==> src/rtl/unary_collect_9_if.sv <==
// Port bundle between the unary adder drain side and the collector.
// With UNARY_COLLECT_SAT_EN defined the bundle also carries sat_err.
interface unary_collect_9_if #(parameter int WIDTH = 9);
   logic             en;
   logic             phase;
   logic             din;
   logic             carry_in;
   logic             ready;
   logic [WIDTH-1:0] sum_out;
   logic             ovf_out;
   logic             valid;
   logic             overrun;
`ifdef UNARY_COLLECT_SAT_EN
   logic             sat_err;

   modport master (output en, phase, din, carry_in, ready,
                   input  sum_out, ovf_out, valid, overrun, sat_err);
   modport slave  (input  en, phase, din, carry_in, ready,
                   output sum_out, ovf_out, valid, overrun, sat_err);
`else
   modport master (output en, phase, din, carry_in, ready,
                   input  sum_out, ovf_out, valid, overrun);
   modport slave  (input  en, phase, din, carry_in, ready,
                   output sum_out, ovf_out, valid, overrun);
`endif
endinterface

==> src/rtl/unary_collect_9.sv <==
// Counts the unary adder's drain-phase pulse train back into a binary sum.
// Macro UNARY_COLLECT_SAT_EN: saturating counter and sticky sat_err output.
module unary_collect_9 #(
   parameter int WIDTH = 9
) (
   input logic            clk,
   input logic            rst,
   unary_collect_9_if.slave bus
);

   typedef enum logic [1:0] {IDLE, ARM, COLLECT, WAIT} state_t;

   state_t           state;
   logic [WIDTH-1:0] cnt;
   logic             ovf_acc;
   logic             term;
   logic             slot_free;
   logic             load;
   logic             cnt_full;

   function automatic logic [WIDTH-1:0] next_count(input logic [WIDTH-1:0] c);
`ifdef UNARY_COLLECT_SAT_EN
      return (&c) ? c : c + WIDTH'(1);
`else
      return c + WIDTH'(1);
`endif
   endfunction

   always_comb begin
      term      = 1'b0;
      slot_free = 1'b0;
      load      = 1'b0;
      cnt_full  = 1'b0;
      term      = bus.en && (state == COLLECT) && (!bus.phase || !bus.din);
      slot_free = !bus.valid || bus.ready;
      load      = term && slot_free;
      cnt_full  = &cnt;
   end

   always_ff @(posedge clk) begin
      if (rst) begin
         state       <= IDLE;
         cnt         <= '0;
         ovf_acc     <= 1'b0;
         bus.sum_out <= '0;
         bus.ovf_out <= 1'b0;
         bus.valid   <= 1'b0;
         bus.overrun <= 1'b0;
`ifdef UNARY_COLLECT_SAT_EN
         bus.sat_err <= 1'b0;
`endif
      end else begin
         // Output slot runs regardless of en; a fresh load beats the consume.
         if (load) begin
            bus.sum_out <= cnt;
            bus.ovf_out <= ovf_acc;
            bus.valid   <= 1'b1;
         end else if (bus.valid && bus.ready) begin
            bus.valid   <= 1'b0;
         end
         if (term && !slot_free)
            bus.overrun <= 1'b1;

         if (bus.en) begin
            case (state)
               IDLE: begin
                  ovf_acc <= ovf_acc | bus.carry_in;
                  if (bus.phase) begin
                     cnt   <= '0;
                     state <= ARM;
                  end
               end
               // Adder carry lags a cycle and din still shows accumulate data.
               ARM: begin
                  ovf_acc <= ovf_acc | bus.carry_in;
                  state   <= COLLECT;
               end
               COLLECT: begin
                  if (!bus.phase) begin
                     ovf_acc <= 1'b0;
                     state   <= IDLE;
                  end else if (!bus.din) begin
                     ovf_acc <= 1'b0;
                     state   <= WAIT;
                  end else begin
                     cnt <= next_count(cnt);
`ifdef UNARY_COLLECT_SAT_EN
                     if (cnt_full)
                        bus.sat_err <= 1'b1;
`endif
                  end
               end
               WAIT: begin
                  if (!bus.phase)
                     state <= IDLE;
               end
               default: state <= IDLE;
            endcase
         end
      end
   end

endmodule
==> src/flat_wrapper.sv <==
// flat-port wrapper written by rule: the top's interface ports become plain ports
module unary_collect_9_flat 
#(
   parameter int WIDTH = 9
)
  (clk, rst, bus_en, bus_phase, bus_din, bus_carry_in, bus_ready, bus_sum_out, bus_ovf_out, bus_valid, bus_overrun);
  unary_collect_9_if #(.WIDTH(WIDTH)) bus_i ();
  input logic clk;
  input logic rst;
  input wire logic [$bits(bus_i.en)-1:0] bus_en;
  input wire logic [$bits(bus_i.phase)-1:0] bus_phase;
  input wire logic [$bits(bus_i.din)-1:0] bus_din;
  input wire logic [$bits(bus_i.carry_in)-1:0] bus_carry_in;
  input wire logic [$bits(bus_i.ready)-1:0] bus_ready;
  output wire logic [$bits(bus_i.sum_out)-1:0] bus_sum_out;
  output wire logic [$bits(bus_i.ovf_out)-1:0] bus_ovf_out;
  output wire logic [$bits(bus_i.valid)-1:0] bus_valid;
  output wire logic [$bits(bus_i.overrun)-1:0] bus_overrun;
  assign bus_i.en = bus_en;
  assign bus_i.phase = bus_phase;
  assign bus_i.din = bus_din;
  assign bus_i.carry_in = bus_carry_in;
  assign bus_i.ready = bus_ready;
  assign bus_sum_out = bus_i.sum_out;
  assign bus_ovf_out = bus_i.ovf_out;
  assign bus_valid = bus_i.valid;
  assign bus_overrun = bus_i.overrun;
  unary_collect_9 #(.WIDTH(WIDTH)) u_core (.clk(clk), .rst(rst), .bus(bus_i));
endmodule
==> config.mk <==
export PLATFORM = sky130hd
export DESIGN_NAME = unary_collect_9_flat
export DESIGN_NICKNAME = d
export VERILOG_FILES = /design/src/rtl/unary_collect_9_if.sv /design/src/rtl/unary_collect_9.sv /design/src/flat_wrapper.sv
export SDC_FILE = /design/constraint.sdc
export NUM_CORES = 1
export LEC_CHECK = 0
export ABC_AREA = 1
export ABC_CLOCK_PERIOD_IN_PS = 3700
export CAP_MARGIN = 20
export CORE_AREA = 2 2 48 50
export CTS_CLUSTER_SIZE = 25
export DETAILED_ROUTE_END_ITERATION = 12
export DIE_AREA = 0 0 50 52
export PLACE_DENSITY = 0.79
export SLEW_MARGIN = 20
export SYNTH_ARGS = -nofsm -noshare
export SYNTH_HDL_FRONTEND = slang
export SYNTH_SLANG_ARGS = --single-unit
==> constraint.sdc <==
create_clock -name clk -period 3.7 [get_ports clk]
set_input_delay 0.74 -clock clk [delete_from_list [all_inputs] [get_ports clk]]
set_output_delay 0.74 -clock clk [all_outputs]
set_load 0.1 [all_outputs]
==> impl_metrics.py, run 1 <==
metrics = {
    "worst_setup_path": {
        "crit_required_ns": 2.96,
        "start_kind": "register",
        "cp_slowest_cell": "clkdlybuf4s50_1",
        "worstSetupEndpointType": "output port",
        "cp_top_family": "buffers and inverters",
        "slowest_delay_ns": 1.14,
        "arrival_ns": 1.81,
        "crit_path_cell_trace": "clkdlybuf4s50_1",
        "cp_max_fo": 2,
        "cp_num_buf_inv": 1,
        "crit_type": "reg2out",
    },
    "routing": {
        "drt-initial-drc-count": 18,
        "wl_um": 1990,
        "final_antenna_net_count": 0,
        "num_vias": 990,
        "dr.pass1.iters": 5,
        "drc": 0,
        "wl_per_cell_um": 9.35,
        "vias_per_cell": 4.65,
    },
    "synthesis": {
        "yosys_warnings": 0,
        "ys_types": 19,
        "ys_ff_latch": 24,
        "syn-num-nets": 173,
        "yosysSeqAreaShare_pct": 44.7,
        "syn_avg_cell_area_um2": 6.51,
        "syn_inst": 165,
        "syn_area_um2": 1070,
    },
    "sta": {
        "fin_skew_ns": 0.00277,
        "finalSetupViolations": 0,
        "relSlewSlack_pct": 34.6,
        "fmax_mhz": 392,
        "timing.hold.ws_ns": 0.461,
        "rsz0062_at_grt": "false",
        "final_max_slew_viol_count": 0,
        "worst_slew_pin_slew_ns": 0.978,
        "fin_tns_setup_ns": 0,
        "fin_crit_sh_pct": 69.0,
        "min_period_ns": 2.55,
        "final-hold-violation-count": 0,
    },
    "clocking": {
        "cts_made_buffers": 3,
        "clock_latency_ns": 0.31,
        "h-tree-depth": 1,
        "hold_buffers": 0,
        "post-cts-setup-buffers": 0,
        "cts_resized": 0,
        "cts-root-buf": "clkbuf_4",
        "cts_tree": "yes",
        "clock-sinks": 24,
        "clockBufferDepth": 2,
        "clk_pin_slew_ns": 0.13,
    },
    "grt": {
        "grt_overflow": 0,
        "grt_pass1_vias": 862,
        "grt_pass1_wl_um": 3300,
        "antenna_found_initial": 0,
        "grt_usage_pct": 16.7,
        "grt_max_degree": 21,
    },
    "pwr": {
        "p_total_mw": 0.459,
        "vdd_drop_max_v": 0.000186,
        "p_per_area_nw_per_um2": 348,
        "clkPwrFrac_pct": 29.6,
        "internal_power_mw": 0.342,
        "comb_power_share_pct": 12.0,
        "p_seq_share_pct": 58.4,
        "p_switching_mw": 0.117,
        "netSwitchingFraction_pct": 25.5,
        "p_leak_nw": 0.556,
    },
    "final_layout": {
        "diodes": 0,
        "final_cell_mix": "nand2_1 (46), nor2_1 (38), dfxtp_1 (24), inv_1 (21), clkdlybuf4s50_1 (18)",
        "design_area_um2": 1320,
        "area_growth_syn_to_layout_pct": 22.6,
        "layout-drive-gt1-share_pct": 4.86,
        "layout_commonest_cell": "nand2_1",
        "fin_nets": 194,
        "final_cells": 213,
    },
    "die": {
        "die-height_um": 52,
        "fp.dieW_um": 50,
        "initial_core_util_pct": 51.0,
        "io_pins": 19,
        "num_rows": 17,
        "fp.dieArea_um2": 2600,
        "core_um2": 2110,
    },
    "placed_design": {
        "place_area_um2": 1280,
        "numPortBuffers": 18,
        "globalplace.congestion": 0.750,
        "dp_cells": 209,
        "dpl.hpwl_um": 1560,
    },
    "outcome": {
        "status": "complete, no violations",
    },
    "run": {
        "drv_cap": 0,
    },
    "hold_path": {
        "hp-class": "reg2reg",
    },
}
through the flow:
stage               util (%)  setup WS (ns)
global placement        60.8           1.52
finish                  62.6           1.15
detailed placement      60.8           1.47
global route            62.6           1.10
CTS                     62.6           1.14
floorplan                  -           2.04
power by group through the flow:
stage / clock (mW) / sequential [mW] / combinational (mW)
CTS: 0.138 / 0.268 / 0.0553
finish: 0.136 / 0.268 / 0.0550
global placement: 0 / 0.274 / 0.0542
global route: 0.150 / 0.269 / 0.0600
detailed placement: 0 / 0.274 / 0.0552
floorplan: 0 / 0.288 / 0.0237
synthesized netlist by cell type:
cell type,count,share of area (%)
buf_1,1,0.35
inv_1,21,7.3
nor3_1,1,0.47
buf_4,1,0.70
a21oi_1,8,3.7
nor2_2,2,1.2
o21ai_1,1,0.47
clkinv_1,1,0.35
o21ai_0,5,2.3
nand2_1,46,16
dfxtp_1,24,45
buf_2,1,0.47
o211ai_1,1,0.70
ha_1,1,1.2
xor2_1,1,0.82
nor2_1,38,13
nand3_1,10,4.7
inv_2,1,0.35
nand3_2,1,0.93
metal layers:
| metal | vias up | GRT usage [%] | routed length, µm |
|---|---|---|---|
| met5 | - | 0 | 0 |
| met4 | 0 | 10.2 | 36 |
| met3 | 4 | 2.87 | 62 |
| met2 | 24 | 30.7 | 948 |
| met1 | 421 | 17.7 | 944 |
| li1 | 541 | - | - |
sequential cells by signal, indices dropped and copies added (netlist names):
name / count
u_core.bus.overrun: 1
u_core.bus.ovf_out: 1
u_core.bus.sum_out: 9
u_core.bus.valid: 1
u_core.cnt: 9
u_core.ovf_acc: 1
u_core.state: 2
path summary, 6_finish.rpt:
path | to | from | depth (start not counted) | slack (ns)
worst max-delay path | bus_valid | u_core.bus.valid | 1 | 1.15
worst min-delay path | u_core.ovf_acc | u_core.ovf_acc | 2 | 0.46
worst max register to register | u_core.bus.sum_out[5] | u_core.state[1] | 8 | 2.30
worst min register to register | u_core.ovf_acc | u_core.ovf_acc | 2 | 0.46
logic make-up after synthesis:
logic type,synth area share [%]
and+or+nand+nor,36.6
buffers and inverters,9.55
DFF,44.7
AOI/OAI and AO/OA,7.22
xor gates and xnor gates,0.815
adders and majority gates,1.16
layout make-up:
type / instances / area (µm²)
fill: 202 / 788
multi-input combinational: 115 / 492
sequential: 24 / 480
timing repair buffer: 19 / 188
inverter: 23 / 86.3
clock buffer: 4 / 36.3
tap: 28 / 35.0
No activity file was read; power rests on OpenSTA's default activity.
==> run 2, diff against run 1 <==
--- a/config.mk
+++ b/config.mk
@@ -6,13 +6,13 @@
 export NUM_CORES = 1
 export LEC_CHECK = 0
 export ABC_AREA = 1
-export ABC_CLOCK_PERIOD_IN_PS = 3700
+export ABC_CLOCK_PERIOD_IN_PS = 2140
 export CAP_MARGIN = 20
-export CORE_AREA = 2 2 48 50
+export CORE_AREA = 2 2 52 54
 export CTS_CLUSTER_SIZE = 25
 export DETAILED_ROUTE_END_ITERATION = 12
-export DIE_AREA = 0 0 50 52
-export PLACE_DENSITY = 0.79
+export DIE_AREA = 0 0 54 56
+export PLACE_DENSITY = 0.71
 export SLEW_MARGIN = 20
 export SYNTH_ARGS = -nofsm -noshare
 export SYNTH_HDL_FRONTEND = slang
==> constraint.sdc (replaced) <==
create_clock -name clk -period 2.14 [get_ports clk]
set_input_delay 0.428 -clock clk [delete_from_list [all_inputs] [get_ports clk]]
set_output_delay 0.428 -clock clk [all_outputs]
set_load 0.1 [all_outputs]
==> run 2 against run 1 <==
Against the previous run: register-to-register slack lost 1.5 ns; worst setup slack got worse by 0.55 ns; core utilization decreased by 10 points; combinational power up 71%; first-iteration DRC count down 22%; worst hold slack got worse by 0.0015 ns; count of clock-buffer cells in the layout down 1; sequential cell count did not move; cell count increased by 0.47%; clock power grew 42%; critical endpoint is now u_core.cnt[2].
==> impl_metrics.py, run 2 (same netlist as run 1, synthesis figures left out) <==
metrics = {
    "final_layout": {
        "layout-drive-gt1-share_pct": 10.9,
        "layout_commonest_cell": "nand2_1",
        "fin_nets": 194,
        "area_growth_syn_to_layout_pct": 18.7,
        "diodes": 0,
        "final_cell_mix": "nand2_1 (46), nor2_1 (38), dfxtp_1 (24), inv_1 (21), buf_4 (13)",
        "reg_top3": "u_core.bus.sum_out (9), u_core.cnt (9), u_core.state (2)",
    },
    "routing": {
        "wl_per_cell_um": 9.08,
        "num_vias": 960,
        "dr.pass1.iters": 4,
        "wl_um": 1940,
        "vias_per_cell": 4.49,
        "final_antenna_net_count": 0,
        "drt-initial-drc-count": 14,
        "drc": 0,
    },
    "clocking": {
        "cts_resized": 0,
        "post-cts-setup-buffers": 0,
        "h-tree-depth": 1,
        "cts_made_buffers": 3,
        "clock-sinks": 24,
        "hold_buffers": 0,
        "clock_latency_ns": 0.32,
        "cts-root-buf": "clkbuf_4",
        "clk_pin_slew_ns": 0.11,
        "cts_tree": "yes",
        "clockBufferDepth": 2,
    },
    "sta": {
        "timing.hold.ws_ns": 0.459,
        "relSlewSlack_pct": 73.8,
        "fin_skew_ns": 0.00574,
        "fmax_mhz": 647,
        "finalSetupViolations": 0,
        "min_period_ns": 1.55,
        "fin_crit_sh_pct": 72.2,
        "rsz0062_at_grt": "false",
        "final-hold-violation-count": 0,
        "fin_tns_setup_ns": 0,
        "final_max_slew_viol_count": 0,
        "worst_slew_pin_slew_ns": 0.390,
    },
    "die": {
        "initial_core_util_pct": 44.2,
        "fp.dieW_um": 54,
        "die-height_um": 56,
        "num_rows": 18,
        "core_um2": 2430,
        "fp.dieArea_um2": 3020,
        "io_pins": 19,
    },
    "pwr": {
        "comb_power_share_pct": 12.5,
        "p_total_mw": 0.751,
        "netSwitchingFraction_pct": 26.5,
        "vdd_drop_max_v": 0.000440,
        "internal_power_mw": 0.552,
        "p_seq_share_pct": 61.7,
        "clkPwrFrac_pct": 25.8,
        "p_per_area_nw_per_um2": 588,
        "p_switching_mw": 0.199,
        "p_leak_nw": 0.573,
    },
    "worst_setup_path": {
        "reg2reg_from": "u_core.state[1]",
        "arrival_ns": 1.74,
        "crit_required_ns": 2.34,
        "endpoint": "u_core.cnt[2]",
        "startpoint": "bus_en",
        "rr_worst_depth": 8,
        "cp_max_fo": 8,
        "start_kind": "input port",
        "timing.rr.end": "u_core.bus.sum_out[4]",
        "reg2reg_slack_ns": 0.77,
        "crit_type": "in2reg",
        "worstSetupEndpointType": "register",
    },
    "placed_design": {
        "globalplace.congestion": 0.792,
        "dpl.hpwl_um": 1500,
        "numPortBuffers": 18,
    },
    "grt": {
        "grt_usage_pct": 14.2,
        "antenna_found_initial": 0,
        "grt_overflow": 0,
        "grt_pass1_wl_um": 3220,
        "grt_max_degree": 21,
        "grt_pass1_vias": 792,
    },
    "run": {
        "drv_cap": 0,
    },
    "outcome": {
        "status": "complete, no violations",
    },
    "hold_path": {
        "hp-class": "reg2reg",
    },
}
## run 2: cell types whose count changed in the layout (fill, tap and decap cells not counted), sizes merged
| cell | before | now |
|---|---|---|
| clkdlybuf4s50 | 18 | 6 |
| buf | 1 | 13 |
| clkbuf | 4 | 3 |
## run 2: critical path, stage by stage
cell	delay, ns
clkdlybuf4s50_1	0.54
nand2_1	0.12
clkinv_1	0.07
nand3_2	0.13
o21ai_1	0.37
a21oi_1	0.08
## run 2: routing by layer
metal / up-vias / global-route usage, % / share of wire, %
li1: 542 / - / -
met1: 402 / 18.0 / 51
met2: 14 / 22.3 / 44
met3: 2 / 5.65 / 4.3
met4: 0 / 3.21 / 0.57
met5: - / 0 / 0
## run 2: power by group through the flow
stage	clock network [mW]	registers (mW)	logic [mW]
floorplan	0	0.499	0.0409
global placement	0	0.473	0.0929
detailed placement	0	0.474	0.0944
CTS	0.199	0.464	0.0943
global route	0.220	0.466	0.104
finish	0.193	0.463	0.0938
## run 2: area by class of cell
cell class,count,area [µm²]
fill,253,1160
multi-input combinational,115,492
sequential,24,480
timing repair buffer,19,158
inverter,23,86.3
tap,30,37.5
clock buffer,3,22.5
## run 2: through the flow
step                      instances  util (%)  instance area, µm²  setup slack [ns]
after floorplan                 165         -                1070             0.488
after global placement          211      51.5                1250             0.321
after detailed placement        211      51.5                1250             0.238
after CTS                       214      52.5                1280             0.599
after global routing            214      52.5                1280             0.483
final                           214      52.5                1280             0.595
## run 2: worst min-delay path by stage
stage / end / start / cells past startpoint
after floorplan: u_core.ovf_acc / u_core.ovf_acc / 2
after global placement: u_core.ovf_acc / u_core.ovf_acc / 2
after detailed placement: u_core.ovf_acc / u_core.ovf_acc / 2
after CTS: u_core.ovf_acc / u_core.ovf_acc / 2
after global routing: u_core.ovf_acc / u_core.ovf_acc / 2
final: u_core.ovf_acc / u_core.ovf_acc / 2
